--- src/rtl/count_capture_fifo_if.sv ---
// Readout stream between the capture FIFO and the logging stage.
//   out_data  : {epoch, count} at FIFO head
//   out_valid : head entry valid
//   out_ready : consumer accepts head this cycle
interface count_capture_fifo_if #(
    parameter int unsigned DATA_W  = 8,
    parameter int unsigned EPOCH_W = 8
);
    logic [EPOCH_W+DATA_W-1:0] out_data;
    logic                      out_valid;
    logic                      out_ready;

    modport master (
        output out_data,
        output out_valid,
        input  out_ready
    );

    modport slave (
        input  out_data,
        input  out_valid,
        output out_ready
    );
endinterface

--- src/rtl/count_capture_fifo.sv ---
// Snapshots an upstream free-running counter on each capture strobe, tags it
// with an overflow epoch (count of OV pulses) and queues the extended
// timestamp in a small FIFO drained over a valid/ready stream.
//   clk, reset   : clock, synchronous active-low reset
//   i_count_in   : upstream counter value
//   i_ov_in      : upstream overflow pulse
//   i_capture    : capture request
//   i_clr_drop   : clears the sticky dropped flag
//   bus          : readout stream (out_data / out_valid / out_ready)
//   o_full, o_empty, o_level : FIFO occupancy
//   o_epoch      : current overflow epoch
//   o_dropped    : sticky, a capture was lost to a full FIFO
module count_capture_fifo #(
    parameter int unsigned DATA_W  = 8,
    parameter int unsigned EPOCH_W = 8,
    parameter int unsigned DEPTH   = 8,
    parameter int unsigned ADDR_W  = 3
) (
    input  logic                   clk,
    input  logic                   reset,
    input  logic [DATA_W-1:0]      i_count_in,
    input  logic                   i_ov_in,
    input  logic                   i_capture,
    input  logic                   i_clr_drop,
    count_capture_fifo_if.master   bus,
    output logic                   o_full,
    output logic                   o_empty,
    output logic [ADDR_W:0]        o_level,
    output logic [EPOCH_W-1:0]     o_epoch,
    output logic                   o_dropped
);

    localparam int unsigned OUT_W = EPOCH_W + DATA_W;
    localparam int unsigned LVL_W = ADDR_W + 1;

    logic [OUT_W-1:0]   r_mem [DEPTH];
    logic [ADDR_W-1:0]  r_wr_ptr;
    logic [ADDR_W-1:0]  r_rd_ptr;
    logic [LVL_W-1:0]   r_level;
    logic               r_full;
    logic               r_empty;
    logic               r_valid;
    logic [EPOCH_W-1:0] r_epoch;
    logic               r_dropped;
    logic [OUT_W-1:0]   r_head;

    logic               w_pop;
    logic               w_push;
    logic               w_drop;
    logic [EPOCH_W-1:0] w_epoch_inc;
    logic [OUT_W-1:0]   w_wdata;
    logic [ADDR_W-1:0]  w_wr_ptr_nxt;
    logic [ADDR_W-1:0]  w_rd_ptr_nxt;
    logic [LVL_W-1:0]   w_level_nxt;
    logic [OUT_W-1:0]   w_head_nxt;

    // Handshake decode and next-state computation
    always_comb begin
        w_pop        = r_valid && bus.out_ready;
        w_push       = i_capture && (!r_full || w_pop);
        w_drop       = i_capture && r_full && !w_pop;
        w_epoch_inc  = r_epoch + EPOCH_W'(1);
        // A capture coincident with OV already sees the wrapped count,
        // so it belongs to the next epoch.
        w_wdata      = {(i_ov_in ? w_epoch_inc : r_epoch), i_count_in};
        w_wr_ptr_nxt = w_push ? r_wr_ptr + ADDR_W'(1) : r_wr_ptr;
        w_rd_ptr_nxt = w_pop  ? r_rd_ptr + ADDR_W'(1) : r_rd_ptr;

        w_level_nxt = r_level;
        case ({w_push, w_pop})
            2'b10:   w_level_nxt = r_level + LVL_W'(1);
            2'b01:   w_level_nxt = r_level - LVL_W'(1);
            default: w_level_nxt = r_level;
        endcase

        // Registered head: bypass the write that lands in the next head slot
        if (w_level_nxt == LVL_W'(0)) begin
            w_head_nxt = '0;
        end else if (w_push && (r_wr_ptr == w_rd_ptr_nxt)) begin
            w_head_nxt = w_wdata;
        end else begin
            w_head_nxt = r_mem[w_rd_ptr_nxt];
        end
    end

    // Storage array; contents are don't-care while not counted by level
    always_ff @(posedge clk) begin
        if (w_push && reset) begin
            r_mem[r_wr_ptr] <= w_wdata;
        end
    end

    // Control and status registers
    always_ff @(posedge clk) begin
        if (!reset) begin
            r_wr_ptr  <= '0;
            r_rd_ptr  <= '0;
            r_level   <= '0;
            r_full    <= 1'b0;
            r_empty   <= 1'b1;
            r_valid   <= 1'b0;
            r_epoch   <= '0;
            r_dropped <= 1'b0;
            r_head    <= '0;
        end else begin
            r_wr_ptr  <= w_wr_ptr_nxt;
            r_rd_ptr  <= w_rd_ptr_nxt;
            r_level   <= w_level_nxt;
            r_full    <= (w_level_nxt == LVL_W'(DEPTH));
            r_empty   <= (w_level_nxt == LVL_W'(0));
            r_valid   <= (w_level_nxt != LVL_W'(0));
            r_head    <= w_head_nxt;
            if (i_ov_in) begin
                r_epoch <= w_epoch_inc;
            end
            // A new drop takes priority over a clear in the same cycle
            if (w_drop) begin
                r_dropped <= 1'b1;
            end else if (i_clr_drop) begin
                r_dropped <= 1'b0;
            end
        end
    end

    assign bus.out_data  = r_head;
    assign bus.out_valid = r_valid;
    assign o_full        = r_full;
    assign o_empty       = r_empty;
    assign o_level       = r_level;
    assign o_epoch       = r_epoch;
    assign o_dropped     = r_dropped;

endmodule
--- src/flat_wrapper.sv ---
// flat-port wrapper written by rule: the top's interface ports become plain ports
module count_capture_fifo_flat 
#(
    parameter int unsigned DATA_W  = 8,
    parameter int unsigned EPOCH_W = 8,
    parameter int unsigned DEPTH   = 8,
    parameter int unsigned ADDR_W  = 3
)
  (clk, reset, i_count_in, i_ov_in, i_capture, i_clr_drop, o_full, o_empty, o_level, o_epoch, o_dropped, bus_out_data, bus_out_valid, bus_out_ready);
  count_capture_fifo_if #(.DATA_W(DATA_W), .EPOCH_W(EPOCH_W)) bus_i ();
  input  logic clk;
  input  logic reset;
  input  logic [DATA_W-1:0] i_count_in;
  input  logic i_ov_in;
  input  logic i_capture;
  input  logic i_clr_drop;
  output logic o_full;
  output logic o_empty;
  output logic [ADDR_W:0] o_level;
  output logic [EPOCH_W-1:0] o_epoch;
  output logic o_dropped;
  output wire logic [$bits(bus_i.out_data)-1:0] bus_out_data;
  output wire logic [$bits(bus_i.out_valid)-1:0] bus_out_valid;
  input wire logic [$bits(bus_i.out_ready)-1:0] bus_out_ready;
  assign bus_out_data = bus_i.out_data;
  assign bus_out_valid = bus_i.out_valid;
  assign bus_i.out_ready = bus_out_ready;
  count_capture_fifo #(.DATA_W(DATA_W), .EPOCH_W(EPOCH_W), .DEPTH(DEPTH), .ADDR_W(ADDR_W)) u_core (.clk(clk), .reset(reset), .i_count_in(i_count_in), .i_ov_in(i_ov_in), .i_capture(i_capture), .i_clr_drop(i_clr_drop), .bus(bus_i), .o_full(o_full), .o_empty(o_empty), .o_level(o_level), .o_epoch(o_epoch), .o_dropped(o_dropped));
endmodule
--- config.mk ---
export PLATFORM = sky130hd
export DESIGN_NAME = count_capture_fifo_flat
export DESIGN_NICKNAME = d
export VERILOG_FILES = /design/src/rtl/count_capture_fifo_if.sv /design/src/rtl/count_capture_fifo.sv /design/src/flat_wrapper.sv
export SDC_FILE = /design/constraint.sdc
export NUM_CORES = 1
export LEC_CHECK = 0
export CAP_MARGIN = 10
export CORE_ASPECT_RATIO = 2
export CORE_MARGIN = 8
export CORE_UTILIZATION = 30
export CTS_BUF_LIST = sky130_fd_sc_hd__clkbuf_8
export DETAILED_ROUTE_END_ITERATION = 10
export DONT_BUFFER_PORTS = 1
export GPL_TIMING_DRIVEN = 0
export SYNTH_ARGS = -nofsm -noshare
export SYNTH_HDL_FRONTEND = slang
export SYNTH_SLANG_ARGS = --single-unit
--- constraint.sdc ---
create_clock -name clk -period 6.74 [get_ports clk]
set_input_delay 0.337 -clock clk [delete_from_list [all_inputs] [get_ports clk]]
set_output_delay 0.337 -clock clk [all_outputs]
set_load 0.01 [all_outputs]
== Word level (Yosys, flattened, before mapping) ==
Memories as Yosys holds them, arrays and structs flattened. A register that Yosys moved wholly into a read port is not among the register bits.
Index checks and enable logic that the tools add are counted.
Word-level totals
  output and inout port bits: 32
  bits in writable memories: 128
  input port bits: 14
  memories kept: 1
  word-level logic and storage cells: 37
  flip-flop bits (word level): 22
Memories
  u_core.r_mem: words 8, width 16, read ports 1, clocked after memory_dff 1, write ports 1, line count_capture_fifo.sv:36  | logic [OUT_W-1:0] r_mem [DEPTH];
Operators by class
  muxes and demuxes: 7
  bitwise operators: 1
  equality and inequality tests: 3
  reduce and logical (&&, ||, !) cells: 12
  $add $sub $neg: 5
Operators by type and width (count)
  $add A8 B1 Y8 const B: 1
  $mux W8: 1
  $pmux W4 S2: 1
  $add A3 B1 Y3 const B: 2
  $logic_and A1 B1 Y1: 5
  $add A4 B1 Y4 const B: 1
  $eq A4 B4 Y1 const B: 1
  $logic_not A4 Y1: 1
  $mux W1: 4
  $reduce_bool A4 Y1: 1
  $sub A4 B1 Y4 const B: 1
  $mux W3: 1
  $eq A2 B1 Y1 const B: 1
  $eq A2 B2 Y1 const B: 1
  $logic_not A1 Y1: 2
  $reduce_bool A2 Y1: 1
  $reduce_or A2 Y1: 1
  $logic_or A1 B1 Y1: 1
  $not A1 Y1: 1

== Longest topological paths before layout ==
Gate-level depths: netlist of run 1.
  depth in word-level cells: 7
  gate-level depth with buffers: 15
  depth with buffers taken out: 12

== Worst setup path before layout of run 1 ==
OpenSTA, ideal clock, no wires.
  path type: reg2reg
  from: register u_core.r_valid (netlist: u_core.bus.out_valid)
  to: register u_core.r_head[1] (netlist: u_core.bus.out_data[1]) (read register of u_core.r_mem)
  setup time: 0.129 ns
  data arrival time: 2.785 ns
  data required time: 6.611 ns
  stages on the path, launching flop included: 16
  buffers on the path: 3
  clock period less this slack: 2.914 ns
  slack: 3.826 ns
  path through: dfxtp_1 > nand2_4 > buf_2 > clkbuf_1 > nand2_1 > nand2_1 > ha_1 > xor2_1 > ha_1 > a21oi_1 > xor2_1 > nor2_1 > xor2_1 > o31ai_4 > buf_6 > a211oi_2
On the way
  longest elaborated chain between the ends: 7
  elaborated cells between the ends (all ways): 9
  those cells by class: eq/ne: 2; mux: 2; reduce/logical: 5
RTL lines
  start: declaration: line count_capture_fifo.sv:42  | logic r_valid;
  start signal: assignment: line count_capture_fifo.sv:111  | r_valid <= (w_level_nxt != LVL_W'(0));
  $logic_and A1 B1 Y1 *: line count_capture_fifo.sv:59  | w_pop = r_valid && bus.out_ready;
  $logic_or A1 B1 Y1: line count_capture_fifo.sv:60  | w_push = i_capture && (!r_full || w_pop);
  $logic_and A1 B1 Y1: line count_capture_fifo.sv:60
  $eq A2 B1 Y1 / $eq A2 B2 Y1 (equally long branches): line count_capture_fifo.sv:70  | case ({w_push, w_pop})
  $pmux W4 S2: line count_capture_fifo.sv:70
  $logic_not A4 Y1: line count_capture_fifo.sv:77  | if (w_level_nxt == LVL_W'(0)) begin
  $reduce_or A2 Y1 (no source line)
  end: declaration: line count_capture_fifo.sv:45  | logic [OUT_W-1:0] r_head;
Every way passes the cells marked *; elsewhere a longest branch is shown, timed or not.
A chain may end at the register's enable or synchronous reset.

== Final worst setup path of run 1 ==
  from: register u_core.r_valid (netlist: u_core.bus.out_valid)
  to: register u_core.r_head[8] (netlist: u_core.bus.out_data[8]) (read register of u_core.r_mem)
The elaborated chain is that of the path after synthesis.

==> results.sh, run 1 <==
export IMPL_status="completed"
export IMPL_clock_skew_ns=0.0178
export IMPL_drt_antenna_violating_nets=0
export IMPL_final_nets=749
export IMPL_vdd_drop_max_v=0.000153
export IMPL_startpoint="u_core.bus.out_valid"
export IMPL_drc=0
export IMPL_die_h_um=244
export IMPL_report_final_slew_viol_count=0
export IMPL_antenna_found_initial=1
export IMPL_yosys_area_top_type="edfxtp_1"
export IMPL_synth_cells=692
export IMPL_wl_per_cell_um=22.6
export IMPL_synth_area_leaders="edfxtp_1 49%, dfxtp_1 9.8%, o21ai_0 3.9%"
export IMPL_worstPathMaxFanout=10
export IMPL_synth_warnings=0
export IMPL_tightest_slew_ns=1.00
export IMPL_clkTransAtPathRegs_ns=0.10
export IMPL_min_period_over_period_pct=59.0
export IMPL_synth_mux_area_share_pct=0.531
export IMPL_yosys_area_share_simple_pct=8.62
export IMPL_syn2layout_area_growth_pct=13.5
export IMPL_path_class="flip-flop to flip-flop"
export IMPL_netlist_area_leader_share_pct=49.4
export IMPL_numPortBuffers=0
export IMPL_synth_net_count=712
export IMPL_initial_core_util_pct=30.5
export IMPL_core_um2=25500
export IMPL_rrSetupSlack_ns=2.76
export IMPL_ys_types=47
export IMPL_synthAdderAreaFrac_pct=0.965
export IMPL_synth_most_common_cell="edfxtp_1"
export IMPL_holdCritStartpoint="i_count_in[0]"
export IMPL_numCtsBuffers=17
export IMPL_clk_latency_ns=0.48
export IMPL_nFillCells=2631
export IMPL_p_per_area_nw_per_um2=298
export IMPL_vias=5882
export IMPL_synth_area_um2=7780
export IMPL_synth_xor_area_share_pct=2.62
export IMPL_hold_violations=0
export IMPL_grt_max_degree=17
export IMPL_arrival_ns=4.32
export IMPL_hold_buffers=8
export IMPL_place_hpwl_um=17800
export IMPL_wl_um=24500
export IMPL_cts_tree="yes"
export IMPL_clockBufferDepth=2
export IMPL_grt_ovfl_total=0
export IMPL_finalSetupViolations=0
export IMPL_endpoint_kind="flip-flop"
export IMPL_grt_first_pass_wirelength_um=36700
export IMPL_dieArea_um2=31700
export IMPL_critPathLaunchType="flip-flop"
export IMPL_synth_commonest_cells="128 x edfxtp_1, 73 x nand2_1, 61 x o21ai_0"
export IMPL_synth_compound_area_share_pct=22.4
export IMPL_final_setup_tns_ns=0
export IMPL_cts_root_buf="clkbuf_8"
export IMPL_ctsResizeCount=0
export IMPL_ys_seq_area_share_pct=59.2
export IMPL_synth_top_family_by_area="compound AO/OA/AOI/OAI gates"
export IMPL_p_leak_uw=0.00296
export IMPL_fmax_mhz=252
export IMPL_final_layout_size_suffix_gt1_share_pct=13.7
export IMPL_synthArstFlopShare_pct=0
export IMPL_rsz0062_at_grt="false"
export IMPL_synth_seq_cells=166
export IMPL_ios=46
export IMPL_clock_sinks=166
export IMPL_hold_class="input pin to flip-flop"
export IMPL_grt_use_total_pct=16.1
export IMPL_cts_setup_buffers=0
export IMPL_fin_crit_ns=3.98
export IMPL_synth_flop_cell="edfxtp_1"
export IMPL_h_tree_depth=4
export IMPL_syn_area_per_cell_um2=11.2
export IMPL_first_pass_iters=7
export IMPL_drt_iter0_drc=529
export IMPL_cap_violations=0
export IMPL_slew_headroom_pct=32.9
export IMPL_synth_edff_count=128
export IMPL_row_count=83
export IMPL_hold_ws_ns=0.0329
export IMPL_reg2reg_from="u_core.bus.out_valid"
export IMPL_grt_pass1_vias=5997
export IMPL_die_width_um=130
export IMPL_via_per_inst=5.43
export IMPL_cp_required_ns=7.08
export IMPL_routabilityCongestion=0.925
[critical path: stages, from the launching register on]
cell	delay (ns)
dfxtp_1	0.37
nand2_4	0.16
buf_2	0.25
clkbuf_1	0.53
nand2_1	0.20
nand2_1	0.20
ha_1	0.30
xor2_1	0.10
ha_1	0.19
a21oi_1	0.14
xor2_1	0.16
nor2_1	0.06
xor2_1	0.19
o31ai_4	0.63
buf_6	0.29
a211oi_2	0.06
[state kept, by name, indices dropped and copies added, names as in the netlist]
| register | count |
|---|---|
| u_core.o_epoch | 8 |
| u_core.o_level | 4 |
| u_core.r_wr_ptr | 3 |
| u_core.o_empty | 1 |
| u_core.o_dropped | 1 |
| u_core.bus.out_valid | 1 |
| u_core.r_mem | 128 |
| u_core.bus.out_data | 16 |
| u_core.r_rd_ptr | 3 |
| u_core.o_full | 1 |
[path summary, 6_finish.rpt]
| check | end | depth (start not counted) |
|---|---|---|
| max | u_core.bus.out_data[8] | 15 |
| min | u_core.bus.out_data[0] | 2 |
| max reg2reg | u_core.bus.out_data[8] | 15 |
| min reg2reg | u_core.o_dropped | 2 |
[through the flow]
stage                     setup slack (ns)  utilization (%)  total power, µW  cell area [µm²]  std cells
after floorplan                       3.83                -             1690             7780        692
after global placement                2.86             32.1             1920             8210       1032
after detailed placement              2.82             32.8             1930             8370       1042
after CTS                             2.80             34.6             2640             8830       1082
after global routing                  2.57             34.6             2740             8830       1083
final                                 2.76             34.6             2630             8830       1083
[report_power, final]
group	total (µW)	internal [µW]	leakage, µW	switching, µW
sequential	1220	1160	0.00148	57.6
clock	713	336	0.000202	377
combinational	703	229	0.00128	473
[logic make-up after synthesis]
kind of cell / Yosys count
and+or+nand+nor: 152
buffers and inverters: 94
DFF: 166
adders and majority gates: 6
xor gates and xnor gates: 19
AOI/OAI and AO/OA: 251
muxes: 4
[metal layers]
layer	up-vias	wire length [µm]	share of wire [%]	global-route usage, %
met4	0	1600	6.5	11.7
met1	2851	8110	33	15.2
met2	281	13400	55	29.3
li1	2680	-	-	-
met5	-	0	0	0
met3	70	1380	5.6	3.37
[cell type report]
class                           instances  area [µm²]  share of cell area, %
Sequential cell                       166        4600                   52.1
Multi-Input combinational cell        432        2760                   31.3
Tap cell                              340         425                   4.82
Buffer                                 58         303                   3.43
Clock buffer                           18         248                   2.81
Timing Repair Buffer                   18         215                   2.44
Inverter                               36         138                   1.56
Clock inverter                         14         133                   1.50
Antenna cell                            1        2.50                 0.0283
[layout by cell type, fill, tap and decap left out, types with 3 or more instances in the layout]
master	count
a21oi_1	34
inv_4	3
clkinv_2	4
inv_1	35
buf_4	4
a21o_1	3
a211oi_1	40
nand3_1	5
a221oi_1	28
clkbuf_1	22
and2_1	11
o211ai_2	3
mux2i_1	3
buf_2	20
dlygate4sd3_1	8
a211oi_2	8
clkbuf_8	18
buf_8	6
buf_1	6
nor2_2	6
nor2_1	35
a221oi_2	3
o21ai_0	61
edfxtp_1	128
dfxtp_1	38
xnor2_1	8
o21ai_1	20
xor2_1	9
nor2b_1	5
nand2_1	73
buf_6	10
nand2b_1	6
o211ai_1	29
o32ai_1	16
ha_1	6
Note: power is estimated with default switching activity, not from simulation.
==> run 2: changes to the inputs <==
==> constraint.sdc (replaced) <==
create_clock -name clk -period 3.5 [get_ports clk]
set_input_delay 0.175 -clock clk [delete_from_list [all_inputs] [get_ports clk]]
set_output_delay 0.175 -clock clk [all_outputs]
set_load 0.01 [all_outputs]
==> results.sh, run 2 (synthesis results as in run 1) <==
export IMPL_numCtsBuffers=17
export IMPL_wl_um=24400
export IMPL_p_int_uw=3340
export IMPL_status="completed"
export IMPL_arrival_ns=3.46
export IMPL_antenna_found_initial=1
export IMPL_cts_tree="yes"
export IMPL_grt_first_pass_wirelength_um=36500
export IMPL_rrSetupSlack_ns=0.39
export IMPL_core_um2=25500
export IMPL_grt_pass1_vias=5971
export IMPL_rsz0062_at_grt="false"
export IMPL_final_cells=1086
export IMPL_cap_violations=0
export IMPL_grt_max_degree=20
export IMPL_final_layout_size_suffix_gt1_share_pct=13.8
export IMPL_finish_instance_area_um2=8890
export IMPL_first_pass_iters=7
export IMPL_regArea_um2=4600
export IMPL_place_hpwl_um=17800
export IMPL_tightest_slew_ns=1.01
export IMPL_reg2reg_from="u_core.bus.out_valid"
export IMPL_slew_headroom_pct=32.4
export IMPL_cp_required_ns=3.85
export IMPL_numPortBuffers=0
export IMPL_die_h_um=244
export IMPL_h_tree_depth=4
export IMPL_dpl_instance_area_um2=8370
export IMPL_hold_violations=0
export IMPL_grt_use_total_pct=16.0
export IMPL_cts_root_buf="clkbuf_8"
export IMPL_total_power_uw=5090
export IMPL_grt_ovfl_total=0
export IMPL_r2r_end="u_core.bus.out_data[15]"
export IMPL_layout_commonest_cell="edfxtp_1"
export IMPL_largest_register="u_core.r_mem"
export IMPL_wl_per_cell_um=22.5
export IMPL_syn2layout_area_growth_pct=14.3
export IMPL_place_ws_ns=-0.418
export IMPL_clk_latency_ns=0.48
export IMPL_drt_iter0_drc=498
export IMPL_power_switching_uw=1750
export IMPL_clkTransAtPathRegs_ns=0.08
export IMPL_layout_common_cells="128 x edfxtp_1, 73 x nand2_1, 61 x o21ai_0"
export IMPL_worstPathMaxFanout=25
export IMPL_place_inst=1042
export IMPL_largest_reg_flops=128
export IMPL_via_per_inst=5.38
export IMPL_final_nets=752
export IMPL_critPathLaunchType="flip-flop"
export IMPL_seq_power_share_pct=46.0
export IMPL_clock_sinks=166
export IMPL_p_clk_share_pct=26.9
export IMPL_dieArea_um2=31700
export IMPL_initial_core_util_pct=30.5
export IMPL_clock_skew_ns=0.0146
export IMPL_drt_antenna_violating_nets=0
export IMPL_nFillCells=2629
export IMPL_ff2ff_path_depth=13
export IMPL_final_setup_tns_ns=0
export IMPL_fmax_mhz=321
export IMPL_comb_power_share_pct=27.2
export IMPL_p_leak_uw=0.00299
export IMPL_finalWorstSetupSlack_ns=0.388
export IMPL_hold_class="input pin to flip-flop"
export IMPL_die_width_um=130
export IMPL_ctsResizeCount=0
export IMPL_ios=46
export IMPL_vias=5838
export IMPL_p_per_area_nw_per_um2=573
export IMPL_vdd_drop_max_v=0.000295
export IMPL_report_final_slew_viol_count=0
export IMPL_routabilityCongestion=0.925
export IMPL_finalSetupViolations=0
export IMPL_drc=0
export IMPL_min_period_over_period_pct=88.9
export IMPL_multi_input_area_um2=2760
export IMPL_p_sw_share_pct=34.4
export IMPL_fin_crit_ns=3.11
export IMPL_startpoint="u_core.bus.out_valid"
export IMPL_clockBufferDepth=2
export IMPL_endpoint="u_core.bus.out_data[15]"
export IMPL_row_count=83
export IMPL_path_class="flip-flop to flip-flop"
export IMPL_endpoint_kind="flip-flop"
run 2: cell type report:
class / count / area share, %
well taps: 340 / 4.78
clock inverters: 14 / 1.49
multi-input cells: 432 / 31.1
inverters: 36 / 1.55
repair buffers: 23 / 3.21
flip-flops and latches: 166 / 51.8
diodes: 1 / 0.0281
clock buffers: 18 / 2.79
plain buffers: 56 / 3.31
run 2: through the flow:
stage / utilization [%] / hold WS, ns
after global routing: 34.8 / 0.123
after CTS: 34.7 / 0.0885
after detailed placement: 32.8 / 0.274
final: 34.8 / 0.105
after global placement: 32.1 / 0.275
after floorplan: - / 0.274
run 2: metal layers:
metal  vias to the layer above  global-route usage, %  wire length [µm]
li1                       2683                      -                 -
met1                      2844                   15.3              8070
met2                       238                   29.2             13500
met3                        73                   3.28              1270
met4                         0                   11.6              1610
met5                         -                      0                 0
run 2: power groups by stage:
stage	Sequential, µW	Clock (µW)	Combinational, µW
3_5_place_dp	2390	0	1320
4_1_cts	2350	1390	1340
6_report	2340	1370	1380
3_3_place_gp	2400	0	1300
5_1_grt	2360	1470	1480
2_1_floorplan	2360	0	894
run 2: worst max-delay path, cell delays in order (launching register included):
cell and delay [ns]:
dfxtp_1 0.44, nand2_4 0.25, nand2_1 0.20, nand2_1 0.15
ha_1 0.31, xor2_1 0.17, ha_1 0.19, a21oi_1 0.14
xor2_1 0.16, nor2_1 0.06, xor2_1 0.33, o31ai_4 0.14
buf_12 0.16, a211oi_1 0.29
run 2: how the worst min path moves through the flow:
stage / startpoint / endpoint / slack, ns / cells after the start
finish: reset / u_core.r_wr_ptr[1] / 0.10 / 2
global placement: i_count_in[2] / u_core.r_mem[2][2] / 0.27 / 0
global route: reset / u_core.r_wr_ptr[1] / 0.12 / 2
CTS: reset / u_core.r_wr_ptr[1] / 0.09 / 2
detailed placement: i_count_in[2] / u_core.r_mem[2][2] / 0.27 / 0
floorplan: i_count_in[0] / u_core.r_mem[0][0] / 0.27 / 0
run 2: what timing repair did:
action	in CTS	in global routing
pin swaps	0	1
hold buffers	11	0
endpoints found under the setup margin	18	16
endpoints found under the hold margin	81	0
setup buffers	0	2
==> run 3: changes to the inputs <==
--- a/config.mk
+++ b/config.mk
@@ -13,6 +13,8 @@
 export DETAILED_ROUTE_END_ITERATION = 10
 export DONT_BUFFER_PORTS = 1
 export GPL_TIMING_DRIVEN = 0
+export REMOVE_ABC_BUFFERS = 1
+export SLEW_MARGIN = 20
 export SYNTH_ARGS = -nofsm -noshare
 export SYNTH_HDL_FRONTEND = slang
 export SYNTH_SLANG_ARGS = --single-unit
==> results.sh, run 3 (synthesis results as in run 1) <==
export IMPL_layout_commonest_cell="edfxtp_1"
export IMPL_rrSetupSlack_ns=0.20
export IMPL_wl_um=20500
export IMPL_via_per_inst=5.27
export IMPL_min_period_over_period_pct=94.2
export IMPL_die_h_um=244
export IMPL_status="completed"
export IMPL_nFillCells=2538
export IMPL_p_leak_uw=0.00290
export IMPL_vias=5455
export IMPL_endpoint_kind="flip-flop"
export IMPL_cp_required_ns=3.91
export IMPL_rsz0062_at_grt="false"
export IMPL_fin_crit_ns=3.30
export IMPL_endpoint="u_core.bus.out_data[9]"
export IMPL_fmax_mhz=303
export IMPL_hold_violations=0
export IMPL_multi_input_area_um2=2870
export IMPL_tightest_slew_ns=0.898
export IMPL_final_layout_size_suffix_gt1_share_pct=12.4
export IMPL_vdd_drop_max_v=0.000226
export IMPL_r2r_end="u_core.bus.out_data[9]"
export IMPL_first_pass_iters=7
export IMPL_p_per_area_nw_per_um2=574
export IMPL_grt_pass1_vias=5403
export IMPL_final_util_pct=34.5
export IMPL_largest_register="u_core.r_mem"
export IMPL_die_width_um=130
export IMPL_routabilityCongestion=0.715
export IMPL_clock_sinks=166
export IMPL_final_nets=701
export IMPL_place_hpwl_um=11700
export IMPL_report_final_slew_viol_count=0
export IMPL_cts_tree="yes"
export IMPL_dieArea_um2=31700
export IMPL_row_count=83
export IMPL_final_setup_tns_ns=0
export IMPL_drt_antenna_violating_nets=0
export IMPL_numPortBuffers=0
export IMPL_largest_reg_flops=128
export IMPL_drc=0
export IMPL_reg2reg_from="u_core.r_rd_ptr[0]"
export IMPL_ff2ff_path_depth=9
export IMPL_grt_use_total_pct=13.4
export IMPL_grt_first_pass_wirelength_um=31300
export IMPL_syn2layout_area_growth_pct=13.2
export IMPL_grt_ovfl_total=0
export IMPL_wl_per_cell_um=19.8
export IMPL_regArea_um2=4610
export IMPL_worstPathMaxFanout=65
export IMPL_cts_root_buf="clkbuf_8"
export IMPL_clkTransAtPathRegs_ns=0.09
export IMPL_drt_iter0_drc=250
export IMPL_clock_skew_ns=0.0155
export IMPL_initial_core_util_pct=30.5
export IMPL_cap_violations=0
export IMPL_finalSetupViolations=0
export IMPL_layout_common_cells="128 x edfxtp_1, 73 x nand2_1, 61 x o21ai_0"
export IMPL_hold_class="input pin to flip-flop"
export IMPL_grt_max_degree=67
export IMPL_h_tree_depth=4
export IMPL_startpoint="u_core.r_rd_ptr[0]"
export IMPL_core_um2=25500
export IMPL_arrival_ns=3.70
export IMPL_clockBufferDepth=2
export IMPL_ios=46
export IMPL_slew_headroom_pct=39.7
export IMPL_antenna_found_initial=1
export IMPL_clk_latency_ns=0.48
export IMPL_path_class="flip-flop to flip-flop"
export IMPL_numCtsBuffers=17
export IMPL_critPathLaunchType="flip-flop"
## run 3: layout make-up
class	count	share of cell area, %
Antenna cell	1	0.0284
Clock buffer	19	2.97
Clock inverter	13	1.78
Inverter	36	1.59
Multi-Input combinational cell	434	32.6
Sequential cell	166	52.4
Tap cell	340	4.83
Timing Repair Buffer	26	3.89
## run 3: worst max-delay path, cell delays in order, from the launching register on
cell and delay, ns:
dfxtp_4 0.53, buf_12 0.30, inv_4 0.34, xnor2_4 0.58
buf_16 0.24, mux2i_1 0.27, nand3_2 0.28, buf_12 0.27
nand2b_1 0.16, a211oi_1 0.18
## run 3: worst min path at each step
stage / from / to / slack [ns] / depth (start not counted)
6_report: i_ov_in / u_core.r_mem[4][8] / 0.09 / 1
4_1_cts: i_ov_in / u_core.r_mem[3][8] / 0.07 / 1
5_1_grt: i_ov_in / u_core.r_mem[0][8] / 0.12 / 1
3_5_place_dp: i_count_in[1] / u_core.r_mem[7][1] / 0.27 / 0
2_1_floorplan: i_count_in[0] / u_core.r_mem[0][0] / 0.27 / 0
3_3_place_gp: i_count_in[1] / u_core.r_mem[7][1] / 0.27 / 0
## run 3: what timing repair did
item                                    CTS  global route
gates resized for setup                   2             1
setup buffers                             3             0
endpoints found under the setup margin   18             1
pin swaps                                 2             1
cloned                                    2             0
hold endpoints to repair                 96             0
hold buffers                             11             0
## run 3: where the power goes
| group | switching [µW] | internal [µW] |
|---|---|---|
| sequential | 135 | 2230 |
| clock | 705 | 739 |
| combinational | 793 | 451 |
| total | 1630 | 3420 |
## run 3: metrics by stage
stage / cell area (µm²) / instances / worst slack [ns] / hold slack (ns) / total power [µW]
global placement: 7900 / 974 / -3.99 / 0.275 / 3480
CTS: 8800 / 1034 / 0.126 / 0.0679 / 5100
detailed placement: 8220 / 986 / -0.414 / 0.274 / 3590
floorplan: 7480 / 634 / -0.852 / 0.274 / 3150
finish: 8810 / 1035 / 0.202 / 0.0928 / 5060
global route: 8810 / 1035 / 0.0139 / 0.117 / 5290
## run 3: metal layers
layer	vias up	wire length, µm	global-route usage, %
li1	2589	-	-
met4	0	541	6.53
met5	-	0	0
met2	147	11100	24.1
met1	2682	7950	14.2
met3	37	929	2.91
